### src/rtl/seg_scan_ctrl_if.sv
// Bundle between a display-contents producer and the segment scan controller.
// Carries the load strobe with its digit data and the decoder/anode drive outputs.
// The producer owns load/hexs/points/les; the controller owns everything else.
interface seg_scan_ctrl_if;
  logic        load;
  logic [15:0] hexs;
  logic [3:0]  points;
  logic [3:0]  les;
  logic [3:0]  hex_out;
  logic        point_out;
  logic        le_out;
  logic [3:0]  AN;
  logic        frame_tick;
  logic        pending;

  modport master (
    output load, hexs, points, les,
    input  hex_out, point_out, le_out, AN, frame_tick, pending
  );

  modport slave (
    input  load, hexs, points, les,
    output hex_out, point_out, le_out, AN, frame_tick, pending
  );
endinterface

### src/rtl/seg_scan_ctrl.sv
// Purpose: scans four 7-seg digits through one shared hex decoder, double-buffered display data.
// Latency: a load is shown from the next frame start (1 cycle min when on the commit edge, 4*SCAN_DIV max).
// Backpressure: none; load is always accepted, later loads overwrite the shadow until the frame boundary.
module seg_scan_ctrl #(
  parameter int SCAN_DIV = 50000,
  parameter int BLANK    = 4
) (
  input logic          clk,
  input logic          rst,
  seg_scan_ctrl_if.slave bus
);

  localparam int CNT_W = (SCAN_DIV > 2) ? $clog2(SCAN_DIV) : 1;
  localparam logic [CNT_W-1:0] CNT_LAST  = CNT_W'(SCAN_DIV - 1);
  localparam logic [CNT_W-1:0] BLANK_END = CNT_W'(BLANK);

  logic [CNT_W-1:0] cnt;
  logic [1:0]       idx;
  logic [15:0]      sh_hex;
  logic [3:0]       sh_pt;
  logic [3:0]       sh_le;
  logic [15:0]      ac_hex;
  logic [3:0]       ac_pt;
  logic [3:0]       ac_le;
  logic             pending_q;
  logic             frame_tick_q;

  logic slot_end;
  logic frame_end;

  assign slot_end  = (cnt == CNT_LAST);
  assign frame_end = slot_end && (idx == 2'd3);

  // Slot timer and digit index: one digit per SCAN_DIV cycles, order 0,1,2,3.
  always_ff @(posedge clk) begin
    if (rst) begin
      cnt <= '0;
      idx <= 2'd0;
    end else if (slot_end) begin
      cnt <= '0;
      idx <= idx + 2'd1;
    end else begin
      cnt <= cnt + 1'b1;
    end
  end

  // Shadow capture on load; shadow (or same-cycle load data) moves to the active set only at frame end.
  always_ff @(posedge clk) begin
    if (rst) begin
      sh_hex       <= '0;
      sh_pt        <= '0;
      sh_le        <= 4'b1111;
      ac_hex       <= '0;
      ac_pt        <= '0;
      ac_le        <= 4'b1111;
      pending_q    <= 1'b0;
      frame_tick_q <= 1'b0;
    end else begin
      frame_tick_q <= frame_end;
      if (bus.load) begin
        sh_hex <= bus.hexs;
        sh_pt  <= bus.points;
        sh_le  <= bus.les;
      end
      if (frame_end) begin
        pending_q <= 1'b0;
        if (bus.load) begin
          ac_hex <= bus.hexs;
          ac_pt  <= bus.points;
          ac_le  <= bus.les;
        end else if (pending_q) begin
          ac_hex <= sh_hex;
          ac_pt  <= sh_pt;
          ac_le  <= sh_le;
        end
      end else if (bus.load) begin
        pending_q <= 1'b1;
      end
    end
  end

  // Decoder and anode drive, decoded from registers only; anodes dark for the first BLANK cycles of a slot.
  always_comb begin
    bus.hex_out    = ac_hex[{idx, 2'b00} +: 4];
    bus.point_out  = ac_pt[idx];
    bus.le_out     = ac_le[idx];
    bus.frame_tick = frame_tick_q;
    bus.pending    = pending_q;
    bus.AN         = 4'b1111;
    if (cnt >= BLANK_END) begin
      bus.AN = ~(4'b0001 << idx);
    end
  end

endmodule

### src/flat_wrapper.sv
// flat-port wrapper written by rule: the top's interface ports become plain ports
module seg_scan_ctrl_flat 
#(
  parameter int SCAN_DIV = 50000,
  parameter int BLANK    = 4
)
  (clk, rst, bus_load, bus_hexs, bus_points, bus_les, bus_hex_out, bus_point_out, bus_le_out, bus_AN, bus_frame_tick, bus_pending);
  seg_scan_ctrl_if bus_i ();
  input logic clk;
  input logic rst;
  input wire logic [$bits(bus_i.load)-1:0] bus_load;
  input wire logic [$bits(bus_i.hexs)-1:0] bus_hexs;
  input wire logic [$bits(bus_i.points)-1:0] bus_points;
  input wire logic [$bits(bus_i.les)-1:0] bus_les;
  output wire logic [$bits(bus_i.hex_out)-1:0] bus_hex_out;
  output wire logic [$bits(bus_i.point_out)-1:0] bus_point_out;
  output wire logic [$bits(bus_i.le_out)-1:0] bus_le_out;
  output wire logic [$bits(bus_i.AN)-1:0] bus_AN;
  output wire logic [$bits(bus_i.frame_tick)-1:0] bus_frame_tick;
  output wire logic [$bits(bus_i.pending)-1:0] bus_pending;
  assign bus_i.load = bus_load;
  assign bus_i.hexs = bus_hexs;
  assign bus_i.points = bus_points;
  assign bus_i.les = bus_les;
  assign bus_hex_out = bus_i.hex_out;
  assign bus_point_out = bus_i.point_out;
  assign bus_le_out = bus_i.le_out;
  assign bus_AN = bus_i.AN;
  assign bus_frame_tick = bus_i.frame_tick;
  assign bus_pending = bus_i.pending;
  seg_scan_ctrl #(.SCAN_DIV(SCAN_DIV), .BLANK(BLANK)) u_core (.clk(clk), .rst(rst), .bus(bus_i));
endmodule
### config.mk
export PLATFORM = sky130hd
export DESIGN_NAME = seg_scan_ctrl_flat
export DESIGN_NICKNAME = d
export VERILOG_FILES = /design/src/rtl/seg_scan_ctrl_if.sv /design/src/rtl/seg_scan_ctrl.sv /design/src/flat_wrapper.sv
export SDC_FILE = /design/constraint.sdc
export NUM_CORES = 1
export LEC_CHECK = 0
export ABC_AREA = 1
export CORE_ASPECT_RATIO = 1.1
export CORE_MARGIN = 4
export CORE_UTILIZATION = 35
export CTS_BUF_LIST = sky130_fd_sc_hd__clkbuf_4
export DETAILED_ROUTE_END_ITERATION = 8
export PLACE_DENSITY = 0.6
export RECOVER_POWER = 25
export SETUP_SLACK_MARGIN = 0.05
export SLEW_MARGIN = 20
export SYNTH_ARGS = -nofsm -noshare
export SYNTH_HDL_FRONTEND = slang
export SYNTH_SLANG_ARGS = --single-unit
export TNS_END_PERCENT = 100
### constraint.sdc
create_clock -name clk -period 4.6 [get_ports clk]
set_input_delay 1.38 -clock clk [delete_from_list [all_inputs] [get_ports clk]]
set_output_delay 1.38 -clock clk [all_outputs]
set_load 0.03 [all_outputs]
==> flow_summary.toml <==
[detailed_routing]
vias = 2822
drcViolationCount = 0
finalWirelength_mm = 7.28
avgViaCountPerCell = 4.63
ant_nets = 0
drtIter0Drc = 161
post_drt_wl_per_cell_um = 11.9
drt_first_pass_iters = 4

[synth]
synth_top_area_share = 0.423
synth_top_cells_by_count = "91 x nand2_1, 68 x dfxtp_1, 64 x nor2_1"
ys_types = 29
synth_area_um2 = 3220
synth_nets = 496
ys.flop_type = "dfxtp_1"
synth_edf_count = 0
async_flop_share = 0
synth.most_common_cell = "nand2_1"
yosysTopAreaCell = "dfxtp_1"
yosys_warnings = 0
ys_top_cells_by_area = "dfxtp_1 42%, nand2_1 11%, nor2_1 7.5%"
ys_seq_elements = 68
synth_seq_area_share = 0.423
avgSynthCellArea_um2 = 6.96
synth_cells = 463

[sta]
timing.final.ws_setup_ps = 471
period_needed_ps = 4130
hold_violations = 0
max_slew_margin = 0.357
tightestPinTransition_ps = 965
finalClockSkew_ps = 17.3
finalCritPeriodShare = 0.898
fin_tns_setup_ps = 0
setup_viol = 0
final_max_slew_viol_count = 0
max_freq_ghz = 0.242
rsz0062_at_grt = "false"

[worst_setup_path]
path_max_fanout = 21
end_kind = "primary output"
crit_arrival_ps = 2750
cp.required_ps = 3220
cp-start-kind = "register"
crit_type = "reg -> out"

[clock_tree]
clk_latency_ps = 410
ctsHoldBuffers = 0
clock-sinks = 68
cts_resized = 0
cts.path.max_buffers = 2
cts_setup_buffers = 0
clkTransAtPathRegs_ps = 110
clock-root-buffer = "clkbuf_4"
cts_max_level = 3
numCtsBuffers = 9
cts_tree = "done"

[place]
placed_cells = 595
post-place-ws_ps = 879
placed_area_um2 = 3660
io_buffers = 38
hpwlAfterDp_mm = 5.09
place_congestion = 0.833

[outcome]
outcome = "completed"

[flow_run]
max_cap_violations = 0

[layout]
num_antenna_cells = 0
finalInstanceArea_um2 = 3780
layout.nets = 525
syn2layout_area_growth_pct = 17.4
layout-drive-gt1-share = 0.0968
utilization = 0.424
stdcell_count = 610

[global_routing]
grt_antenna_before_repair = 0
grtUsageTotal = 0.144
gr-usage-met3 = 0.0422
grtUsageMet2 = 0.238
met1_usage = 0.182
overflow = 0
grt_pass1_wl_mm = 12.4
grt_pass1_vias = 2660
busiest_layer = "met2"
grt_max_degree = 27

[power]
peakVddDrop_mv = 0.155
leakagePower_uw = 0.00155
powerDensity_nw_per_um2 = 287

[floorplan]
core_um2 = 8920
placementRows = 36
start_util = 0.361
io_pins = 39
die_h_um = 109
die_area_um2 = 10800
die_w_um = 99.5

[worst_hold_path]
min_path_type = "reg -> reg"
final timing paths:
kind	start	endpoint	slack, ps	cells after the start
max	u_core.idx[0]	bus_hex_out[0]	470	5
min reg2reg	u_core.cnt[0]	u_core.cnt[0]	470	1
min	u_core.cnt[0]	u_core.cnt[0]	470	1
max reg2reg	u_core.cnt[0]	u_core.ac_pt[3]	2520	8
per-stage QoR:
stage | hold WS (ps) | power [uW]
after floorplan | 424 | 679
after global placement | 438 | 717
after detailed placement | 443 | 718
after CTS | 476 | 1100
after global routing | 507 | 1140
final | 475 | 1090
worst max-delay path, stage by stage (launching register included):
cell	delay, ps
dfxtp_1	610
inv_1	420
o21ai_0	310
a21oi_1	70
a21oi_1	220
clkdlybuf4s50_1	720
area by class of cell:
| class | count | area (um^2) |
|---|---|---|
| fill | 943 | 5140 |
| sequential | 68 | 1360 |
| multi-input combinational | 308 | 1510 |
| tap | 114 | 143 |
| inverter | 64 | 240 |
| clock inverter | 6 | 66.3 |
| timing repair buffer | 41 | 395 |
| clock buffer | 9 | 67.6 |
state kept, by name, summed over array words and instances (netlist names):
register	cells
u_core.cnt	16
u_core.sh_le	4
u_core.ac_le	4
u_core.sh_hex	16
u_core.bus.pending	1
u_core.sh_pt	4
u_core.idx	2
u_core.ac_pt	4
u_core.ac_hex	16
u_core.bus.frame_tick	1
layout by cell type, fill, tap and decap left out:
cell	instances
or2_2	23
o22ai_1	1
clkdlybuf4s50_1	35
clkbuf_1	2
nor3_2	1
o21ai_0	26
inv_2	1
nand3_1	21
dfxtp_1	68
inv_1	63
nor3_1	5
nand4_1	24
nand2_2	1
dlygate4sd3_1	3
nand2_1	92
nor3b_1	2
nor4_1	2
nand4_4	1
clkinv_4	2
o21ai_1	5
nand3_2	1
ha_1	6
nor2_2	5
nor2_1	63
a21oi_1	24
xor2_1	3
clkinv_1	1
o21bai_1	1
clkinvlp_4	2
a31oi_1	1
bufinv_16	1
clkbuf_4	9
buf_4	1
report_power, final:
part	switching [uW]	leakage [uW]	total, uW	internal (uW)
Clock	220	0.0000656	382	163
Sequential	5.41	0.000555	611	606
Combinational	48.8	0.000925	91.5	42.7
Total	274	0.00155	1090	811
kinds of logic (layout without fill, tap and decap cells):
logic type,after synthesis,after routing,share of synthesized area
xor gates and xnor gates,3,3,0.00816
AOI/OAI and AO/OA,58,58,0.0917
buffers and inverters,87,120,0.109
and+or+nand+nor,241,241,0.345
adders and majority gates,6,6,0.0233
DFF,68,68,0.423
per-layer routing:
metal / share of wire / vias up / wire [um]
li1: - / 1519 / -
met5: 0 / - / 0
met2: 0.47 / 60 / 3390
met4: 0.012 / 0 / 84
met3: 0.052 / 5 / 379
met1: 0.47 / 1238 / 3420
(Power assumes the default switching activity.)
